File: config.mk
export PLATFORM = sky130hd
export DESIGN_NAME = fdma_wframe_sched
export DESIGN_NICKNAME = d
export VERILOG_FILES = /design/src/rtl/fdma_wframe_sched.sv
export SDC_FILE = /design/constraint.sdc
export NUM_CORES = 1
export LEC_CHECK = 0
export CAP_MARGIN = 10
export CORE_UTILIZATION = 52
export DETAILED_ROUTE_END_ITERATION = 8
export PLACE_DENSITY = 0.89
export SLEW_MARGIN = 15
export SYNTH_ARGS = -nofsm -noshare
export SYNTH_HDL_FRONTEND = slang
export SYNTH_SLANG_ARGS = --single-unit
File: constraint.sdc
create_clock -name ui_clk -period 4.8 [get_ports ui_clk]
set_input_delay 1.44 -clock ui_clk [delete_from_list [all_inputs] [get_ports ui_clk]]
set_output_delay 1.44 -clock ui_clk [all_outputs]
set_load 0.005 [all_outputs]
File: src/rtl/fdma_wframe_sched.sv
`default_nettype none
// ============================================================================
// Module  : fdma_wframe_sched
// Brief   : uiFDMA write-side frame scheduler that drains a 128-bit line FIFO
//           into a ring of NUM_BUF DDR frame buffers, one burst per request.
// Option  : define FDMA_WFRAME_TIMEOUT_EN to build the REQ/XFER watchdog.
// Revision: 1.0 - initial release
// ============================================================================
module fdma_wframe_sched #(
  parameter logic [31:0] ADDR_BASE   = 32'h0000_0000,
  parameter logic [31:0] BUF_STRIDE  = 32'h0080_0000,
  parameter int          NUM_BUF     = 3,
  parameter logic [31:0] FRAME_BEATS = 32'd600,
  parameter logic [15:0] BURST_LEN   = 16'd256,
  parameter int          FIFO_CNT_W  = 10,
  parameter logic [15:0] TIMEOUT_CYC = 16'd4096
) (
  input  logic                  ui_clk,
  input  logic                  rst,
  input  logic                  enable,
  input  logic                  frame_start,
  input  logic [FIFO_CNT_W-1:0] fifo_rcount,
  output logic                  fifo_rd,
  input  logic [1:0]            rd_buf_idx,
  output logic [31:0]           fdma_waddr,
  output logic                  fdma_wareq,
  output logic [15:0]           fdma_wsize,
  input  logic                  fdma_wbusy,
  input  logic                  fdma_wvalid,
  output logic [1:0]            wr_buf_idx,
  output logic [1:0]            done_buf_idx,
  output logic                  frame_done,
  output logic [7:0]            overrun_cnt,
  output logic                  burst_err,
  output logic                  timeout
);

  typedef enum logic [2:0] {
    S_IDLE = 3'd0,
    S_WAIT = 3'd1,
    S_REQ  = 3'd2,
    S_XFER = 3'd3,
    S_NEXT = 3'd4
  } state_t;

  localparam logic [1:0] c_last_buf = 2'(NUM_BUF - 1);

  state_t      r_state, w_state_nxt;
  logic        r_wareq, r_wbusy_q, r_frame_done, r_burst_err;
  logic [31:0] r_waddr, r_beats_done;
  logic [15:0] r_wsize, r_beat_cnt;
  logic [1:0]  r_wr_buf, r_done_buf;
  logic [7:0]  r_overrun;

  logic        w_start, w_burst_end, w_frame_end, w_busy_fall, w_abort;
  logic [31:0] w_remain, w_addr, w_beats_sum;
  logic [15:0] w_cur_size, w_beats_final;
  logic [1:0]  w_nb1, w_nb2, w_buf_sel;

  assign w_remain    = FRAME_BEATS - r_beats_done;
  assign w_cur_size  = (w_remain > {16'd0, BURST_LEN}) ? BURST_LEN : w_remain[15:0];
  assign w_addr      = ADDR_BASE + ({30'd0, r_wr_buf} * BUF_STRIDE) + {r_beats_done[27:0], 4'b0000};
  assign w_beats_sum = r_beats_done + 32'(r_wsize);
  assign w_busy_fall = r_wbusy_q && !fdma_wbusy;
  // A beat coinciding with the busy fall still belongs to the burst.
  assign w_beats_final = r_beat_cnt + 16'(fdma_wvalid);

  // Skip the reader's buffer; with two buffers the second step lands back on done.
  assign w_nb1     = (r_done_buf == c_last_buf) ? 2'd0 : r_done_buf + 2'd1;
  assign w_nb2     = (w_nb1 == c_last_buf) ? 2'd0 : w_nb1 + 2'd1;
  assign w_buf_sel = (w_nb1 == rd_buf_idx) ? w_nb2 : w_nb1;

  always_comb begin
    w_state_nxt = r_state;
    w_start     = 1'b0;
    w_burst_end = 1'b0;
    w_frame_end = 1'b0;
    case (r_state)
      S_IDLE: begin
        if (frame_start && enable && !fdma_wbusy) begin
          w_start     = 1'b1;
          w_state_nxt = S_WAIT;
        end
      end
      S_WAIT: begin
        if (32'(fifo_rcount) >= 32'(w_cur_size)) w_state_nxt = S_REQ;
      end
      S_REQ: begin
        if (r_wareq && fdma_wbusy) w_state_nxt = S_XFER;
      end
      S_XFER: begin
        if (w_busy_fall) begin
          w_burst_end = 1'b1;
          w_state_nxt = S_NEXT;
        end
      end
      S_NEXT: begin
        w_frame_end = (w_beats_sum == FRAME_BEATS);
        w_state_nxt = w_frame_end ? S_IDLE : S_WAIT;
      end
      default: w_state_nxt = S_IDLE;
    endcase
    if (w_abort) w_state_nxt = S_IDLE;
  end

  always_ff @(posedge ui_clk or posedge rst) begin
    if (rst) begin
      r_state      <= S_IDLE;
      r_wareq      <= 1'b0;
      r_wbusy_q    <= 1'b0;
      r_waddr      <= ADDR_BASE;
      r_wsize      <= 16'd0;
      r_wr_buf     <= 2'd0;
      r_done_buf   <= c_last_buf;
      r_frame_done <= 1'b0;
      r_overrun    <= 8'd0;
      r_burst_err  <= 1'b0;
      r_beats_done <= 32'd0;
      r_beat_cnt   <= 16'd0;
    end else begin
      r_state      <= w_state_nxt;
      r_wareq      <= (w_state_nxt == S_REQ);
      r_wbusy_q    <= fdma_wbusy;
      r_frame_done <= w_frame_end;
      if (w_start) begin
        r_wr_buf     <= w_buf_sel;
        r_beats_done <= 32'd0;
      end else if (r_state == S_NEXT) begin
        r_beats_done <= w_beats_sum;
      end
      // Address/size track WAIT and freeze from its exit through XFER.
      if (r_state == S_WAIT) begin
        r_wsize <= w_cur_size;
        r_waddr <= w_addr;
      end
      if (r_state == S_XFER) begin
        if (w_burst_end || w_abort) begin
          r_beat_cnt <= 16'd0;
          if (w_burst_end && (w_beats_final != r_wsize)) r_burst_err <= 1'b1;
        end else if (fdma_wvalid) begin
          r_beat_cnt <= r_beat_cnt + 16'd1;
        end
      end
      if (w_frame_end) r_done_buf <= r_wr_buf;
      if (frame_start && (r_state != S_IDLE) && (r_overrun != 8'hFF))
        r_overrun <= r_overrun + 8'd1;
    end
  end

`ifdef FDMA_WFRAME_TIMEOUT_EN
  logic [15:0] r_to_cnt;
  logic        r_timeout;
  logic        w_active;

  assign w_active = (r_state == S_REQ) || (r_state == S_XFER);
  assign w_abort  = w_active && (r_to_cnt == TIMEOUT_CYC - 16'd1);
  assign timeout  = r_timeout;

  always_ff @(posedge ui_clk or posedge rst) begin
    if (rst) begin
      r_to_cnt  <= 16'd0;
      r_timeout <= 1'b0;
    end else begin
      if (!w_active || w_abort || (fdma_wbusy && !r_wbusy_q) || fdma_wvalid)
        r_to_cnt <= 16'd0;
      else
        r_to_cnt <= r_to_cnt + 16'd1;
      if (w_abort) r_timeout <= 1'b1;
    end
  end
`else
  logic w_unused_to;
  assign w_unused_to = ^TIMEOUT_CYC;
  assign w_abort     = 1'b0;
  assign timeout     = 1'b0;
`endif

  assign fifo_rd      = (r_state == S_XFER) && fdma_wvalid;
  assign fdma_waddr   = r_waddr;
  assign fdma_wareq   = r_wareq;
  assign fdma_wsize   = r_wsize;
  assign wr_buf_idx   = r_wr_buf;
  assign done_buf_idx = r_done_buf;
  assign frame_done   = r_frame_done;
  assign overrun_cnt  = r_overrun;
  assign burst_err    = r_burst_err;

endmodule
`default_nettype wire

==> reports/qor.txt, run 1 <==
Run status -> finished, final reports clean
Met3 WL -> 1620 um
FF+latch count, synth -> 111
Worst skew pair latency -> 370 ps
Part of the Yosys area used for sequential elements -> 35.8%
Warning count from the yosys run -> 0
Vias -> 7,434
Starting utilization of the core area -> 53.4%
Endpoint of the worst register-to-register path -> fdma_wareq$_DFF_PP0_
Layout Cells excl Fill -> 1,189
Number of port buffers -> 77
Biggest fanout along the worst timing path -> 7
Count of nets left with antenna violations after detail routing -> 0
Floorplan die height -> 124 um
Post-route clock period utilization -> 95.9%
Final setup violation count -> 0
Most frequently used flop master after synthesis -> dfrtp_1
Number of distinct library cells after synthesis -> 72
Max-slew violation total from the final report -> 0
First-pass GRT wire length -> 34,900 um
H-tree depth -> 3
Total placed instance area -> 0.00875 mm^2
Endpoint required time on the critical path -> 5060 ps
Hold worst-path end -> burst_err$_DFFE_PP0P_
Critical path class -> flip-flop to flip-flop
Count of antenna diodes in the layout -> 0
Final weighted congestion in routability-driven placement -> 1.02
Worst-margin pin slew -> 1010 ps
Normalized max-slew margin -> 32.3%
Wire length the detailed router placed on met1 -> 8910 um
Number of global-route vias before repair -> 7,083
Hold-fix buffers, CTS -> 0
Endpoints failing hold -> 0
Total number of placement rows -> 44
Summed instance area of the synthesized netlist -> 0.00776 mm^2
Area enclosed by the die boundary -> 0.0154 mm^2
Largest net degree at the start of global routing -> 63
Async set or reset register ratio after synthesis -> 100%
Aggregate global-route resource usage -> 29.6%
Routed length per instance -> 18.3 um
Area growth from synthesis to layout -> 16.9%
Gate count after technology mapping -> 940
Leading cell types in the layout, fill and taps excluded -> 161 x nand2_1, 110 x dfrtp_1, 77 x clkdlybuf4s50_1, 61 x o21ai_0, 60 x nor2_1
Cells after DPL -> 1,171
Clock buffers created by TritonCTS -> 9
Average vias per placed instance -> 6.25
Share of layout cells above drive strength 1 -> 6.37%
Max Clk Rate -> 0.217 GHz
TritonCTS clock tree -> built
Post-Syn Area per Cell -> 8.25 um^2
Lkg Pwr -> 3.95 nW
Worst hold path type -> flip-flop to flip-flop
Number of design-rule violations left by the first detailed-router iteration -> 754
TritonRoute pass-1 iters -> 6
Length in cells of the worst reg-to-reg path -> 17
Clock root cell -> clkbuf_16
Final Skew -> 7.68 ps
Flip-flop and latch area -> 0.00278 mm^2
Setup TNS -> 0 ps
Number of design rule violations left after detail routing -> 0
Leading cell type in the layout, fill and taps excluded -> nand2_1
Maximum clock insertion buffer count -> 2
Overflow left after global routing -> 0
CP startpoint kind -> flip-flop
Final wirelength -> 21,700 um
Crit path capture type -> flip-flop
Post-layout nets -> 1,055
Worst path arrival time -> 4860 ps
Count of boundary I/O pins -> 83
Half-perimeter wire length of the detailed placement result -> 16,200 um
Number of antenna violations at the first check in global routing -> 0
Cells on Worst Hold Path -> 1
Number of clock sinks seen by CTS -> 111
Worst R2R Setup Slack -> 200 ps
Chip Width -> 124 um
Design area -> 0.00906 mm^2
# fillers -> 1,236
Final cell utilization of the core -> 62.4%
Top routing layer in use -> met4
Ratio of total power to cell area -> 474 mW/mm^2
Worst IR Drop VDD -> 308 uV
Number of synthesized flops with an enable pin -> 0
Routed met2 length -> 10,200 um
Min-delay src -> burst_err$_DFFE_PP0P_
Area of combinational cells with multiple inputs -> 0.00471 mm^2
Max-capacitance violation count -> 0
Post-layout minimum cycle time -> 4600 ps
Post-CTS clock slew at the launch and capture registers of the worst setup and hold paths -> 70 ps
Reg-to-Reg Start -> r_beats_done[10]$_DFFE_PP0P_
Core footprint -> 0.0145 mm^2
## cells by family after synthesis
group                      Yosys count  synth area share, %
and+or+nand+nor                    398                 24.9
AOI/OAI and AO/OA                  228                 19.1
DFF                                111                 35.8
buffers and inverters               79                 4.07
xor gates and xnor gates            75                 8.47
adders and majority gates           36                 6.00
muxes                               11                 1.52
other                                2               0.0968
## critical path: stages, from the launching register on
cell and delay, ps:
dfrtp_1 380, or4_4 570, or3_4 420, or2_1 260, a21oi_2 200, a21boi_1 100
a221o_1 380, nor4_4 300, buf_4 200, nand2_1 100, ha_1 310, a21o_1 190
a211oi_1 230, o21ai_0 130, a21o_1 170, a21o_1 190, a22o_1 200, and2_1 160
## worst max path at each step
stage                     cells after the start                    to                         start  slack (ps)
after floorplan                              18  fdma_wareq$_DFF_PP0_  r_beats_done[10]$_DFFE_PP0P_         290
after global placement                       18  fdma_wareq$_DFF_PP0_  r_beats_done[10]$_DFFE_PP0P_         290
after detailed placement                     17  fdma_wareq$_DFF_PP0_  r_beats_done[10]$_DFFE_PP0P_         180
after CTS                                    17  fdma_wareq$_DFF_PP0_  r_beats_done[10]$_DFFE_PP0P_         170
after global routing                         17  fdma_wareq$_DFF_PP0_  r_beats_done[10]$_DFFE_PP0P_         -40
final                                        17  fdma_wareq$_DFF_PP0_  r_beats_done[10]$_DFFE_PP0P_         200
## where the power goes
group | internal [mW] | leakage, nW | switching, mW
clock network | 0.352 | 0.128 | 0.364
logic | 0.961 | 2.33 | 1.18
registers | 1.16 | 1.49 | 0.279
## per-layer routing
layer | vias up | global-route usage (%)
met3 | 91 | 6.73
met2 | 372 | 49.2
met1 | 3508 | 36.1
li1 | 3463 | -
met5 | - | 0
met4 | 0 | 14.3
## synth_stat cells, drive strengths merged (7+ instances only)
cell	number	area [um^2]
and3	16	100
nand2	162	608
ha	34	425
o22ai	10	62.6
a21oi	44	224
a31oi	7	43.8
or3	12	75.1
a21o	17	128
nand3	30	150
nor3	21	105
inv	19	71.3
and2	17	106
nor2b	8	50.1
xnor2	42	368
xor2	33	289
o31ai	14	105
nor4	7	58.8
nor2	60	225
a21boi	7	52.6
a211oi	10	75.1
o21a	7	52.6
nand4	23	144
nand2b	14	87.6
o21ai	66	330
dfrtp	110	2750
buf	9	52.6
clkbuf	51	191
## through the flow
stage                     worst slack [ps]  hold WS, ps  power, mW
after floorplan                        292          451       2.76
after global placement                 287          437       3.44
after detailed placement               185          447       3.49
after CTS                              167          461       4.21
after global routing                 -39.3          501       4.58
final                                  198          456       4.29
## area by class of cell
type	instances	share of cell area, %
clock buffer	9	2.48
clock inverter	6	0.511
inverter	19	0.814
multi-input combinational	754	51.9
sequential	111	30.7
tap	184	2.54
timing repair buffer	106	11.0
## state kept, by name, indices dropped and copies added (netlist names)
register      cells
burst_err         1
done_buf_idx      2
fdma_waddr       28
fdma_wareq        1
fdma_wsize       16
frame_done        1
overrun_cnt       8
r_beat_cnt       16
r_beats_done     32
r_state           3
r_wbusy_q         1
wr_buf_idx        2
## repair_timing
action                                 4_1_cts  5_1_grt
resized for setup                            0        4
setup endpoints to repair                    0        3
setup buffers                                0        3
endpoints found under the hold margin        0        0
No activity file was read; power rests on OpenSTA's default activity.
==> run 2: changes to the inputs <==
--- a/config.mk
+++ b/config.mk
@@ -8,6 +8,7 @@
 export CAP_MARGIN = 10
 export CORE_UTILIZATION = 52
 export DETAILED_ROUTE_END_ITERATION = 8
+export GPL_TIMING_DRIVEN = 0
 export PLACE_DENSITY = 0.89
 export SLEW_MARGIN = 15
 export SYNTH_ARGS = -nofsm -noshare
==> run 2 against run 1 <==
Net effect:
- clock skew up 2.9 ps
- global-route usage up 2.1 points
- utilization up 0.94 points
- non-clock buffer count up 35
- setup slack worse by 92 ps
- clock power up 12%
- flip-flop and latch count unchanged
- critical path depth up 1
- register-to-register slack worse by 90 ps
- highest routed layer unchanged
==> reports/qor.txt, run 2 (same netlist as run 1, synthesis figures left out) <==
Final setup violation count -> 0 (unchanged)
Aggregate global-route resource usage -> 31.7% (was 29.6%)
Crit-path slowest cell -> or4_4 (unchanged)
Ratio of total power to cell area -> 484 mW/mm^2 (was 474 mW/mm^2)
Number of global-route vias before repair -> 7,216 (was 7,083)
Number of antenna violations at the first check in global routing -> 0 (unchanged)
TritonCTS clock tree -> built (unchanged)
Leading cell type in the layout, fill and taps excluded -> nand2_1 (unchanged)
Number of design rule violations left after detail routing -> 0 (unchanged)
Post-route clock period utilization -> 97.8% (was 95.9%)
Tightest hold margin -> 463 ps (was 456 ps)
Biggest fanout along the worst timing path -> 7 (unchanged)
Number of design-rule violations left by the first detailed-router iteration -> 709 (was 754)
Post-layout minimum cycle time -> 4690 ps (was 4600 ps)
Routed length per instance -> 19.4 um (was 18.3 um)
Clock root cell -> clkbuf_16 (unchanged)
Chip Width -> 124 um (unchanged)
Area growth from synthesis to layout -> 18.6% (was 16.9%)
Maximum cell stage delay along the critical path -> 580 ps (was 570 ps)
Average vias per placed instance -> 6.21 (was 6.25)
Run status -> finished, final reports clean (unchanged)
TritonRoute pass-1 iters -> 6 (unchanged)
Worst path arrival time -> 4950 ps (was 4860 ps)
Post-CTS clock slew at the launch and capture registers of the worst setup and hold paths -> 80 ps (was 70 ps)
Worst IR Drop VDD -> 255 uV (was 308 uV)
Count of antenna diodes in the layout -> 0 (unchanged)
Number of flip-flops under the largest register name -> 32 (unchanged)
Critical Path, Cell by Cell -> or4_4, or3_4, or2_4, a21oi_2, a21boi_1, a221o_1, nor4_4, and2_4, ha_1, nand2b_1, a21o_1, a21o_1, a21oi_2, o21ai_1, a21o_1, a21o_1, a22o_1, and2_1 (was or4_4, or3_4, or2_1, a21oi_2, a21boi_1, a221o_1, nor4_4, buf_4, nand2_1, ha_1, a21o_1, a211oi_1, o21ai_0, a21o_1, a21o_1, a22o_1, and2_1)
Critical path class -> flip-flop to flip-flop (unchanged)
Starting utilization of the core area -> 53.4% (unchanged)
# fillers -> 1,245 (was 1,236)
Final Skew -> 10.6 ps (was 7.68 ps)
Total power consumption of the routed design -> 4.45 mW (was 4.29 mW)
First-pass GRT wire length -> 37,000 um (was 34,900 um)
Reg with most FFs -> r_beats_done (unchanged)
Total number of placement rows -> 44 (unchanged)
Worst-margin pin slew -> 1070 ps (was 1010 ps)
Floorplan die height -> 124 um (unchanged)
Final weighted congestion in routability-driven placement -> 0.984 (was 1.02)
Final wirelength -> 23,700 um (was 21,700 um)
Maximum clock insertion buffer count -> 2 (unchanged)
Max-capacitance violation count -> 0 (unchanged)
Count of boundary I/O pins -> 83 (unchanged)
Number of port buffers -> 77 (unchanged)
H-tree depth -> 3 (unchanged)
Core footprint -> 0.0145 mm^2 (unchanged)
Worst hold path type -> flip-flop to flip-flop (unchanged)
Max-slew violation total from the final report -> 0 (unchanged)
Worst skew pair latency -> 370 ps (about the same)
Half-perimeter wire length of the detailed placement result -> 17,400 um (was 16,200 um)
CP startpoint kind -> flip-flop (unchanged)
Largest net degree at the start of global routing -> 82 (was 63)
Crit path capture type -> flip-flop (unchanged)
Endpoint required time on the critical path -> 5060 ps (about the same)
CP bufs+invs -> 0 (was 1)
Lkg Pwr -> 3.92 nW (was 3.95 nW)
Share of layout cells above drive strength 1 -> 5.00% (was 6.37%)
Max Clk Rate -> 0.213 GHz (was 0.217 GHz)
Endpoints failing hold -> 0 (unchanged)
Area enclosed by the die boundary -> 0.0154 mm^2 (unchanged)
Number of clock sinks seen by CTS -> 111 (unchanged)
Leading cell types in the layout, fill and taps excluded -> 162 x nand2_1, 107 x dfrtp_1, 77 x clkdlybuf4s50_1, 60 x nor2_1, 60 x o21ai_0 (was 161 x nand2_1, 110 x dfrtp_1, 77 x clkdlybuf4s50_1, 61 x o21ai_0, 60 x nor2_1)
Overflow left after global routing -> 0 (unchanged)
Cell family with most CP delay -> simple AND/OR/NAND/NOR gates (unchanged)
Normalized max-slew margin -> 28.9% (was 32.3%)
Count of nets left with antenna violations after detail routing -> 0 (unchanged)
Post-layout nets -> 1,090 (was 1,055)
Clock buffers created by TritonCTS -> 9 (unchanged)
Dominant cell type by count on the critical path -> a21o_1 (unchanged)
Vias -> 7,605 (was 7,434)
-- run 2: repair_timing --
item | CTS | global route
hold buffers | 0 | 0
endpoints found under the setup margin | 3 | 3
gates resized for setup | 5 | 11
pin swaps | 1 | 1
setup buffers | 1 | 2
-- run 2: per-layer routing --
layer | global-route usage (%) | vias up | part of all wire [%]
li1 | - | 3536 | -
met1 | 38.8 | 3611 | 41
met2 | 52.9 | 377 | 47
met3 | 6.36 | 81 | 7.6
met4 | 15.8 | 0 | 4.5
met5 | 0 | - | 0
-- run 2: final cells by class --
| class | count | area [um^2] | share of cell area, % |
|---|---|---|---|
| multi-input cells | 754 | 4740 | 51.5 |
| flip-flops and latches | 111 | 2780 | 30.2 |
| repair buffers | 81 | 821 | 8.92 |
| plain buffers | 60 | 244 | 2.65 |
| well taps | 184 | 230 | 2.50 |
| clock buffers | 10 | 229 | 2.49 |
| clock inverters | 6 | 78.8 | 0.857 |
| inverters | 19 | 76.3 | 0.830 |
-- run 2: worst register-to-register path: cells and delay by family (launching register included) --
family | cells | cell delay (ps)
AOI/OAI and AO/OA | 10 | 1770
adders and majority gates | 1 | 210
DFF | 1 | 480
and+or+nand+nor | 7 | 2120
-- run 2: per-stage QoR --
step | TNS (ps) | std cells | area [um^2] | utilization (%) | worst slack, ps
3_3_place_gp | -134190 | 1205 | 8770 | 60.4 | -1220
6_report | 0 | 1225 | 9200 | 63.3 | 106
2_1_floorplan | 0 | 944 | 7770 | - | 292
5_1_grt | -15.0 | 1225 | 9200 | 63.3 | -15.0
4_1_cts | 0 | 1223 | 9150 | 62.9 | 33.6
3_5_place_dp | -452 | 1206 | 8810 | 60.6 | -250
-- run 2: path summary, 6_finish.rpt --
path / startpoint / endpoint / slack [ps] / cells after the start
worst min register to register: burst_err$_DFFE_PP0P_ / burst_err$_DFFE_PP0P_ / 460 / 1
worst max-delay path: r_beats_done[10]$_DFFE_PP0P_ / fdma_wareq$_DFF_PP0_ / 110 / 18
min in group asynchronous: rst / fdma_waddr[29]$_DFFE_PP0P_ / 1410 / 2
max in group asynchronous: rst / r_beats_done[12]$_DFFE_PP0P_ / 2660 / 3
worst min-delay path: burst_err$_DFFE_PP0P_ / burst_err$_DFFE_PP0P_ / 460 / 1
worst max register to register: r_beats_done[10]$_DFFE_PP0P_ / fdma_wareq$_DFF_PP0_ / 110 / 18
-- run 2: where the power goes --
group	switching (mW)	leakage (nW)	internal (mW)
Sequential	0.256	1.49	1.16
Clock	0.390	0.142	0.414
Combinational	1.28	2.29	0.946
Total	1.93	3.92	2.52
==> run 3: changes to the inputs <==
--- a/config.mk
+++ b/config.mk
@@ -8,7 +8,6 @@
 export CAP_MARGIN = 10
 export CORE_UTILIZATION = 52
 export DETAILED_ROUTE_END_ITERATION = 8
-export GPL_TIMING_DRIVEN = 0
 export PLACE_DENSITY = 0.89
 export SLEW_MARGIN = 15
 export SYNTH_ARGS = -nofsm -noshare
==> results of run 3 <==
The final DEF is identical to that of run 1; final timing and power are the same.
